**config.mk**
```make
export PLATFORM = sky130hd
export DESIGN_NAME = pipe_skid_reg
export DESIGN_NICKNAME = d
export VERILOG_FILES = /design/src/rtl/pipe_skid_reg.sv
export SDC_FILE = /design/constraint.sdc
export NUM_CORES = 1
export LEC_CHECK = 0
export BUFFER_PORTS_ARGS = -buffer_cell sky130_fd_sc_hd__buf_2
export CORE_AREA = 2 2 98 100
export CTS_BUF_LIST = sky130_fd_sc_hd__clkbuf_2 sky130_fd_sc_hd__clkbuf_4 sky130_fd_sc_hd__clkbuf_8
export CTS_CLUSTER_DIAMETER = 50
export DETAILED_ROUTE_END_ITERATION = 10
export DIE_AREA = 0 0 100 102
export PLACE_DENSITY = 0.86
export SYNTH_ARGS = -nofsm -noshare
export SYNTH_HDL_FRONTEND = slang
export SYNTH_SLANG_ARGS = --single-unit
```
**constraint.sdc**
```tcl
create_clock -name clk_i -period 3.95 [get_ports clk_i]
set_input_delay 0.1975 -clock clk_i [delete_from_list [all_inputs] [get_ports clk_i]]
set_output_delay 0.1975 -clock clk_i [all_outputs]
set_load 0.01 [all_outputs]
```
**src/rtl/pipe_skid_reg.sv**
```systemverilog
// Pipeline stage register with valid/allow-in handshake, optionally extended to a
// two-entry skid buffer so the upstream allow-in comes straight from a flop.
module pipe_skid_reg #(
  parameter int unsigned      WIDTH   = 64,
  parameter int unsigned      SKID    = 1,
  parameter logic [WIDTH-1:0] RST_VAL = '0
) (
  input  logic             clk_i,
  input  logic             rst_i,
  input  logic             up_valid_i,
  input  logic [WIDTH-1:0] up_bus_i,
  output logic             up_allow_in_o,
  output logic             dn_valid_o,
  output logic [WIDTH-1:0] dn_bus_o,
  input  logic             dn_allow_in_i,
  input  logic             flush_i,
  output logic [1:0]       occ_o
);

  // Encoding doubles as the occupancy count.
  typedef enum logic [1:0] {
    ST_EMPTY = 2'd0,
    ST_ONE   = 2'd1,
    ST_FULL  = 2'd2
  } state_e;

  state_e           state_q, state_d;
  logic [WIDTH-1:0] head_q, head_d;
  logic [WIDTH-1:0] skid_q, skid_d;
  logic             allow_q, allow_d;
  logic             up_xfer;
  logic             dn_xfer;

  assign up_xfer = up_valid_i && up_allow_in_o;
  assign dn_xfer = dn_valid_o && dn_allow_in_i;

  always_ff @(posedge clk_i) begin
    if (rst_i) begin
      state_q <= ST_EMPTY;
      head_q  <= RST_VAL;
      skid_q  <= RST_VAL;
      allow_q <= 1'b1;
    end else begin
      state_q <= state_d;
      head_q  <= head_d;
      skid_q  <= skid_d;
      allow_q <= allow_d;
    end
  end

  // With SKID=0 the allow-in only opens in ONE alongside a downstream transfer,
  // so FULL and the skid register are never reached.
  always_comb begin
    state_d = state_q;
    head_d  = head_q;
    skid_d  = skid_q;
    if (flush_i) begin
      state_d = ST_EMPTY;
    end else begin
      case (state_q)
        ST_EMPTY: begin
          if (up_xfer) begin
            state_d = ST_ONE;
            head_d  = up_bus_i;
          end
        end
        ST_ONE: begin
          if (up_xfer && dn_xfer) begin
            head_d = up_bus_i;
          end else if (up_xfer) begin
            state_d = ST_FULL;
            skid_d  = up_bus_i;
          end else if (dn_xfer) begin
            state_d = ST_EMPTY;
          end
        end
        ST_FULL: begin
          if (dn_xfer) begin
            state_d = ST_ONE;
            head_d  = skid_q;
          end
        end
        default: state_d = ST_EMPTY;
      endcase
    end
    allow_d = (state_d != ST_FULL);
  end

  always_comb begin
    dn_valid_o = (state_q != ST_EMPTY);
    occ_o      = 2'(state_q);
    dn_bus_o   = head_q;
    if (SKID != 0) begin
      up_allow_in_o = allow_q;
    end else begin
      up_allow_in_o = (state_q == ST_EMPTY) || dn_allow_in_i;
    end
  end

endmodule

```
# --- Word-level counts from Yosys, hierarchy flattened ---
# Cells that the tools add are included.
totals:
  reg_bits: 131
  latch_bits: 0
  ram_bits: 0
  romBits: 0
  inputBits: 69
  out_inout_bits: 68
  n_memories: 0
classes:
  n_addsub: 0
  mul: 0
  div_mod_pow: 0
  n_lt_le_gt_ge: 0
  eq_ne: 6
  n_shift: 0
  n_mux: 11
  bitwise_logic: 2
  n_reduce_logical: 8
op_table:
  columns: ["cell", "n"]
  rows:
  - ["64-bit two-way mux", 3]
  - ["64-bit one-hot mux with 3 select lines", 1]
  - ["2-bit two-way mux", 6]
  - ["2-bit inequality test, second input constant", 4]
  - ["2-bit one-hot mux with 3 select lines", 1]
  - ["5-bit AND reduction", 1]
  - ["4-bit AND reduction", 1]
  - ["1-bit logical AND", 3]
  - ["3-bit nonzero test", 1]
  - ["2-bit by 1-bit equality test with 1-bit output, second input constant", 1]
  - ["2-bit equality test, second input constant", 1]
  - ["2-bit zero test", 1]
  - ["1-bit NOT", 2]
  - ["2-bit nonzero test", 1]

# --- Logic depth before layout (Yosys ltp) ---
# Gate-level depths: netlist of run 1.
depth:
  ltp_word: 8
  ltp_mapped: 6
  depth_no_buf: 4

# --- Least setup slack after synthesis of run 1 ---
# Ideal clock, no wire load.
synth_timing:
  path_type: "reg2reg"
  startpoint: "reg state_q[1], in the netlist occ_o[1]"
  endpoint: "reg skid_q[23]"
  arrival_ns: 1.342
  t_required_ns: 3.818
  path_slack_ns: 2.476
  path_stages_with_launch: 7
  path_buffers: 2
  path_cell_list: "dfxtp_1 > nand3b_4 > or3_1 > buf_2 > buf_1 > nand2_1 > a21oi_1"
synth_via:
  elab_chain_len: 5
synth_rtl:
  columns: ["element", "line", "rtl"]
  rows:
  - ["from (decl)", "27", "state_e state_q, state_d;"]
  - ["from (signal assigned)", "44", "state_q <= state_d;"]
  - ["2-bit nonzero test", "90", "dn_valid_o = (state_q != ST_EMPTY);"]
  - ["1-bit logical AND", "35", "assign dn_xfer = dn_valid_o && dn_allow_in_i;"]
  - ["1-bit logical AND", "68", "if (up_xfer && dn_xfer) begin"]
  - ["1-bit NOT (no line)", null, null]
  - ["4-bit AND reduction (no line) *", null, null]
  - ["to (signal assigned)", "46", "skid_q <= skid_d;"]
  - ["to (decl)", "29", "logic [WIDTH-1:0] skid_q, skid_d;"]
# Every way passes the cells marked *; elsewhere a longest branch is shown, timed or not.
# A chain may end at the register's enable or synchronous reset.

# --- Worst setup path after layout of run 1 ---
layout_timing:
  startpoint: "reg state_q[1], in the netlist occ_o[1]"
  endpoint: "reg head_q[10], in the netlist dn_bus_o[10]"
layout_via:
  elab_chain_len: 5
layout_rtl:
  columns: ["element", "line", "rtl"]
  rows:
  - ["2-bit nonzero test", "90", null]
  - ["1-bit logical AND", "35", null]
  - ["1-bit logical AND", "68", null]
  - ["2-bit inequality test (no line)", null, null]
  - ["5-bit AND reduction (no line)", null, null]
  - ["to (signal assigned)", "40", "head_q <= RST_VAL;"]
  - ["to (signal assigned)", "45", "head_q <= head_d;"]
  - ["to (decl)", "28", "logic [WIDTH-1:0] head_q, head_d;"]
# Several ways; a longest one is shown, not always the timed one.

==> results of run 1 <==
==> routing by layer <==
layer  wire length [µm]  GRT usage (%)  vias up
li1                   -              -     2232
met1               4940           29.3     2056
met2               5850           38.8      119
met3                697           8.41       14
met4                168           6.64        0
met5                  0              0        -
==> cells in the final DEF (no fill, tap or decap) <==
master | Yosys | final
sky130_fd_sc_hd__buf_2 | 18 | 135
sky130_fd_sc_hd__dfxtp_1 | 131 | 131
sky130_fd_sc_hd__nand2_1 | 129 | 129
sky130_fd_sc_hd__nor2_1 | 66 | 66
sky130_fd_sc_hd__mux2i_1 | 64 | 64
sky130_fd_sc_hd__a21oi_1 | 64 | 64
sky130_fd_sc_hd__a211oi_1 | 54 | 54
sky130_fd_sc_hd__clkbuf_8 | 0 | 17
sky130_fd_sc_hd__a211oi_2 | 10 | 10
sky130_fd_sc_hd__bufinv_16 | 0 | 6
sky130_fd_sc_hd__buf_4 | 11 | 6
sky130_fd_sc_hd__clkinv_4 | 0 | 4
sky130_fd_sc_hd__dlygate4sd3_1 | 0 | 3
sky130_fd_sc_hd__or2_2 | 2 | 2
sky130_fd_sc_hd__nor3_1 | 3 | 2
sky130_fd_sc_hd__clkinv_2 | 0 | 2
sky130_fd_sc_hd__nand3b_4 | 1 | 1
sky130_fd_sc_hd__nor2b_1 | 1 | 1
sky130_fd_sc_hd__nand4bb_1 | 1 | 1
sky130_fd_sc_hd__o31ai_4 | 0 | 1
sky130_fd_sc_hd__nand2b_4 | 0 | 1
sky130_fd_sc_hd__inv_1 | 1 | 1
sky130_fd_sc_hd__nand2b_1 | 2 | 1
sky130_fd_sc_hd__xnor2_1 | 1 | 1
sky130_fd_sc_hd__o22a_1 | 1 | 1
sky130_fd_sc_hd__nor3_2 | 0 | 1
sky130_fd_sc_hd__or3_2 | 0 | 1
sky130_fd_sc_hd__inv_6 | 0 | 1
==> timing repair <==
action,in CTS,in global routing
hold buffers,0,3
endpoints found under the setup margin,0,0
hold endpoints to repair,0,3
==> metrics by stage <==
step,utilization (%),setup WS (ns)
global route,69.6,1.65
floorplan,-,2.48
detailed placement,64.2,1.88
finish,69.6,1.87
global placement,64.2,1.98
CTS,69.3,1.86
==> final cells by class <==
class / instances / area [µm²] / share of cell area [%]
Tap cell: 111 / 139 / 2.19
Timing Repair Buffer: 144 / 751 / 11.8
Inverter: 1 / 3.75 / 0.0592
Clock buffer: 17 / 234 / 3.69
Clock inverter: 13 / 234 / 3.69
Multi-Input combinational cell: 401 / 2360 / 37.2
Sequential cell: 131 / 2620 / 41.3
==> worst paths after layout <==
| path | start | endpoint | slack, ns | cells past startpoint |
|---|---|---|---|---|
| worst max-delay path | occ_o[1]$_SDFF_PP0_ | dn_bus_o[10]$_SDFFE_PP0P_ | 1.87 | 5 |
| worst min-delay path | up_bus_i[11] | skid_q[11]$_SDFFE_PP0P_ | 0.03 | 3 |
| worst max register to register | occ_o[1]$_SDFF_PP0_ | dn_bus_o[10]$_SDFFE_PP0P_ | 1.87 | 5 |
| worst min register to register | skid_q[28]$_SDFFE_PP0P_ | skid_q[28]$_SDFFE_PP0P_ | 0.45 | 2 |
==> sequential cells by signal, indices dropped and copies added, names as in the netlist <==
name	flops
occ_o	2
skid_q	64
dn_bus_o	64
up_allow_in_o	1
==> synthesized netlist by cell type (2+ instances only) <==
library cell and count:
sky130_fd_sc_hd__buf_1 4, sky130_fd_sc_hd__buf_4 11, sky130_fd_sc_hd__or2_2 2, sky130_fd_sc_hd__nand2_1 129
sky130_fd_sc_hd__clkbuf_1 17, sky130_fd_sc_hd__a21oi_1 64, sky130_fd_sc_hd__a211oi_2 10, sky130_fd_sc_hd__a211oi_1 54
sky130_fd_sc_hd__nand2b_1 2, sky130_fd_sc_hd__mux2i_1 64, sky130_fd_sc_hd__nor2_1 66, sky130_fd_sc_hd__dfxtp_1 131
sky130_fd_sc_hd__nor3_1 3, sky130_fd_sc_hd__buf_2 18
==> report_power, final <==
part	internal, mW	switching, mW	total [mW]
clock	0.812	0.509	1.32
combinational	0.118	0.160	0.278
sequential	1.37	0.0278	1.40
total	2.30	0.697	3.00
==> cells by family after synthesis <==
logic type | Yosys count | share of synthesized area [%]
AND/OR/NAND/NOR | 206 | 15.6
multiplexers | 64 | 12.3
AO/OA/AOI/OAI | 130 | 16.7
buffers and inverters | 52 | 5.03
XOR/XNOR | 1 | 0.168
flip-flops | 131 | 50.2
==> worst min-delay path: stages <==
cell and delay, ns:
sky130_fd_sc_hd__buf_2 0.10, sky130_fd_sc_hd__nand2_1 0.05, sky130_fd_sc_hd__a21oi_1 0.05
==> flow_metrics.tcl, run 1 <==
set metrics [dict create \
    drt_first_iter_violations 205 \
    detail_route.wl_per_cell_um 14.2 \
    clock_insertion_delay_worst_skew_ns 0.41 \
    finalWirelength_um 11700 \
    period_share_pct 52.8 \
    vias 4421 \
    arrival_ns 2.40 \
    avgSynthCellArea_um2 8.94 \
    worst_slew_pin_slew_ns 1.17 \
    worst-path-buf-inv 1 \
    critical-path-max-stage-delay_ns 0.70 \
    yosys_warnings 0 \
    clk_transition_reported_paths_ns 0.08 \
    post_syn_nets 653 \
    start_util_pct 57.3 \
    total_global_routing_track_utilization_pct 23.5 \
    crit_slowest_cell "sky130_fd_sc_hd__buf_4" \
    num_io_pins 137 \
    power.static_leakage_nw 2.96 \
    synthToLayoutAreaGrowth_pct 21.5 \
    setup_viol_count_final 0 \
    path_type_of_the_worst_setup_path "flip-flop to flip-flop" \
    drc_violations 0 \
    placement_rows 35 \
    final_hold_viol_count 0 \
    globalRoute.totalOverflow 0 \
    prevailing_post_synth_register_cell "sky130_fd_sc_hd__dfxtp_1" \
    clock_sink_count 131 \
    synth_top_cells_by_area "sky130_fd_sc_hd__dfxtp_1 (50%), sky130_fd_sc_hd__mux2i_1 (12%), sky130_fd_sc_hd__nand2_1 (9.3%), sky130_fd_sc_hd__a211oi_1 (7.8%), sky130_fd_sc_hd__a21oi_1 (6.1%)" \
    total_negative_setup_slack_ns 0 \
    design.die.area_um2 10200 \
    p_total_mw 3.00 \
    clock.fmax_mhz 480 \
    final_layout_size_suffix_gt1_share_pct 26.6 \
    worstSetupStartpointType "flip-flop" \
    status "finished, final reports clean" \
    placement.cell_area_um2 5850 \
    cts_inserted_buffers 17 \
    worst_supply_voltage_drop_on_vdd_v 0.000309 \
    clockBufferDepth 2 \
    ant_nets 0 \
    cts_root_buf "sky130_fd_sc_hd__clkbuf_8" \
    max-slew-margin-rel_pct 22.0 \
    mappedNetlistArea_um2 5220 \
    post_drt_via_cell_ratio 5.40 \
    stdcell_count 818 \
    synth-seq-cells 131 \
    grt_first_pass_wirelength_um 19400 \
    gp_routability_congestion 0.778 \
    n_antenna_cell 0 \
    pwr_density_cell_nw_per_um2 473 \
    timing.hold.ws_ns 0.0269 \
    final_worst_clock_skew_ns 0.0120 \
    critPathMaxFanout 92 \
    first_global_vias 4223 \
    grt_setup_unrepaired "false" \
    n_fill_cell 705 \
    maxCapViolCount 0 \
    timing.critical_path.required_ns 4.27 \
    period_minus_slack_ns 2.08 \
    synth-edff-count 0 \
    die_w_um 100 \
    ordered_list_of_cells_on_the_worst_path "nand3b_4 > o31ai_4 > buf_4 > nor2_1 > a211oi_1" \
    finalInstanceArea_um2 6340 \
    count_of_tritonroute_iterations_in_the_first_routing_pass 4 \
    grt_start_max_net_pins 98 \
    worstHoldPathType "input port to flip-flop" \
    count_of_port_buffers_added_during_placement 136 \
    synthDominantAreaCellType "sky130_fd_sc_hd__dfxtp_1" \
    layout.nets 765 \
    postCtsSetupRepairBufs 0 \
    synth_cell_type_count 23 \
    synth_top_cell_area_share_pct 50.2 \
    tritoncts_clock_tree "yes" \
    cts.repair.resized 0 \
    place_hpwl_um 7440 \
    dpl.cell_count 785 \
    slew_viol_final 0 \
    die_height_um 102 \
    critPathTopFamily "buffers and inverters" \
    grt_antenna_before_repair 0 \
    fp.coreArea_um2 9110 \
    timing.critical_path.to_type "flip-flop" \
    h-tree-depth 4 \
    postSynthCellCount 584 \
    ys_seq_area_share_pct 50.2 \
    async_flop_share_pct 0 \
]
(Power assumes the default switching activity.)
==> run 2: changes to the inputs <==
--- a/config.mk
+++ b/config.mk
@@ -6,12 +6,12 @@
 export NUM_CORES = 1
 export LEC_CHECK = 0
 export BUFFER_PORTS_ARGS = -buffer_cell sky130_fd_sc_hd__buf_2
-export CORE_AREA = 2 2 98 100
+export CORE_AREA = 2 2 107 109
 export CTS_BUF_LIST = sky130_fd_sc_hd__clkbuf_2 sky130_fd_sc_hd__clkbuf_4 sky130_fd_sc_hd__clkbuf_8
 export CTS_CLUSTER_DIAMETER = 50
 export DETAILED_ROUTE_END_ITERATION = 10
-export DIE_AREA = 0 0 100 102
-export PLACE_DENSITY = 0.86
+export DIE_AREA = 0 0 109 111
+export PLACE_DENSITY = 0.76
 export SYNTH_ARGS = -nofsm -noshare
 export SYNTH_HDL_FRONTEND = slang
 export SYNTH_SLANG_ARGS = --single-unit
==> constraint.sdc (replaced) <==
create_clock -name clk_i -period 1.7 [get_ports clk_i]
set_input_delay 0.085 -clock clk_i [delete_from_list [all_inputs] [get_ports clk_i]]
set_output_delay 0.085 -clock clk_i [all_outputs]
set_load 0.01 [all_outputs]
==> flow_metrics.tcl, run 2 (synthesis results as in run 1) <==
set metrics [dict create \
    mostFrequentLayoutCells "sky130_fd_sc_hd__buf_2 (135), sky130_fd_sc_hd__dfxtp_1 (131), sky130_fd_sc_hd__nand2_1 (129)" \
    clock_insertion_delay_worst_skew_ns 0.44 \
    fp.coreArea_um2 11100 \
    postLayoutCoreUtil_pct 65.0 \
    final_hold_viol_count 0 \
    grt_setup_unrepaired "false" \
    die_w_um 109 \
    grt_start_max_net_pins 67 \
    pwr_density_cell_nw_per_um2 946 \
    globalRoute.totalOverflow 0 \
    clock.fmax_mhz 625 \
    clock_sink_count 131 \
    ant_nets 0 \
    drc_violations 0 \
    vias 4926 \
    placement_rows 39 \
    slew_viol_final 0 \
    total_global_routing_track_utilization_pct 22.6 \
    period_share_pct 94.1 \
    start_util_pct 47.1 \
    clk_transition_reported_paths_ns 0.07 \
    period_minus_slack_ns 1.60 \
    count_of_port_buffers_added_during_placement 136 \
    post_drt_via_cell_ratio 5.29 \
    drt_first_iter_violations 314 \
    status "finished, final reports clean" \
    cts_inserted_buffers 17 \
    first_global_vias 4603 \
    setup_viol_count_final 0 \
    timing.critical_path.required_ns 1.99 \
    timing.critical_path.to_type "flip-flop" \
    worstHoldPathType "input port to flip-flop" \
    die_height_um 111 \
    worstSetupStartpointType "flip-flop" \
    critPathMaxFanout 33 \
    worst_slew_pin_slew_ns 0.473 \
    worst_supply_voltage_drop_on_vdd_v 0.000623 \
    max-slew-margin-rel_pct 68.4 \
    synthToLayoutAreaGrowth_pct 37.8 \
    timing.hold.ws_ns 0.0361 \
    final_layout_size_suffix_gt1_share_pct 26.3 \
    total_negative_setup_slack_ns 0 \
    grt_first_pass_wirelength_um 21500 \
    detail_route.wl_per_cell_um 15.3 \
    gp_routability_congestion 0.798 \
    h-tree-depth 4 \
    clockBufferDepth 2 \
    layout_commonest_cell "sky130_fd_sc_hd__buf_2" \
    count_of_tritonroute_iterations_in_the_first_routing_pass 5 \
    arrival_ns 1.89 \
    grt_antenna_before_repair 0 \
    place_hpwl_um 8180 \
    n_fill_cell 907 \
    num_io_pins 137 \
    final_worst_clock_skew_ns 0.0108 \
    layout.nets 843 \
    path_type_of_the_worst_setup_path "flip-flop to flip-flop" \
    finalWirelength_um 14200 \
    power.static_leakage_nw 3.32 \
    maxCapViolCount 0 \
    design.die.area_um2 12100 \
    cts_root_buf "sky130_fd_sc_hd__clkbuf_8" \
    tritoncts_clock_tree "yes" \
]
run 2: cell count changes in the layout (fill, tap and decap cells not counted), sizes merged:
| cell | before | now |
|---|---|---|
| dlygate4sd3 | 3 | 65 |
| clkinv | 6 | 7 |
| clkinvlp | 0 | 1 |
| inv | 2 | 1 |
| bufinv | 6 | 3 |
| buf | 141 | 155 |
| clkbuf | 17 | 23 |
| diode | 0 | 1 |
run 2: path summary, 6_finish.rpt:
| kind | from | to | slack (ns) | cells past startpoint |
|---|---|---|---|---|
| setup reg to reg | occ_o[0]$_SDFF_PP0_ | dn_bus_o[21]$_SDFFE_PP0P_ | 0.10 | 6 |
| setup / recovery | occ_o[0]$_SDFF_PP0_ | dn_bus_o[21]$_SDFFE_PP0P_ | 0.10 | 6 |
| hold reg to reg | skid_q[48]$_SDFFE_PP0P_ | skid_q[48]$_SDFFE_PP0P_ | 0.45 | 2 |
| hold / removal | dn_allow_in_i | occ_o[0]$_SDFF_PP0_ | 0.04 | 4 |
run 2: what timing repair did:
item	CTS	global route
hold buffers	65	0
resized for setup	0	3
setup endpoints to repair	0	12
hold endpoints to repair	96	0
buffers inserted	0	4
run 2: power by group:
group          internal [mW]  total (mW)  leakage, nW  switching [mW]
Combinational          0.401       0.828         2.04           0.427
Clock                   1.57        2.72        0.218            1.16
Sequential              3.19        3.26         1.07          0.0675
run 2: layout make-up:
cell class	instances	area [µm²]	area share, %
antenna	1	2.50	0.0348
inverter	1	3.75	0.0521
multi-input combinational	401	2360	32.8
sequential	131	2620	36.4
clock buffer	21	283	3.93
clock inverter	11	133	1.84
tap	143	179	2.49
timing repair buffer	222	1610	22.4
run 2: through the flow:
step	cell area (µm²)	setup slack [ns]	total power, mW	std cells
2_1_floorplan	5220	0.226	3.70	584
3_3_place_gp	6050	0.192	3.96	826
3_5_place_dp	6050	0.0837	3.99	826
4_1_cts	7120	0.0628	6.82	923
5_1_grt	7200	0.00179	7.08	930
6_report	7200	0.100	6.81	931
run 2: metal layers:
layer	vias to the layer above	track usage [%]	share of wire, %
met5	-	0	0
met4	0	8.46	1.4
met3	22	7.05	5.8
met2	177	37.5	50
met1	2349	26.9	43
li1	2378	-	-
run 2: critical path: stages (launching register included):
cell and delay [ns]:
sky130_fd_sc_hd__dfxtp_1 0.35, sky130_fd_sc_hd__nor2b_2 0.18, sky130_fd_sc_hd__o31ai_4 0.20, sky130_fd_sc_hd__buf_4 0.18
sky130_fd_sc_hd__buf_4 0.13, sky130_fd_sc_hd__buf_6 0.27, sky130_fd_sc_hd__a211oi_1 0.14
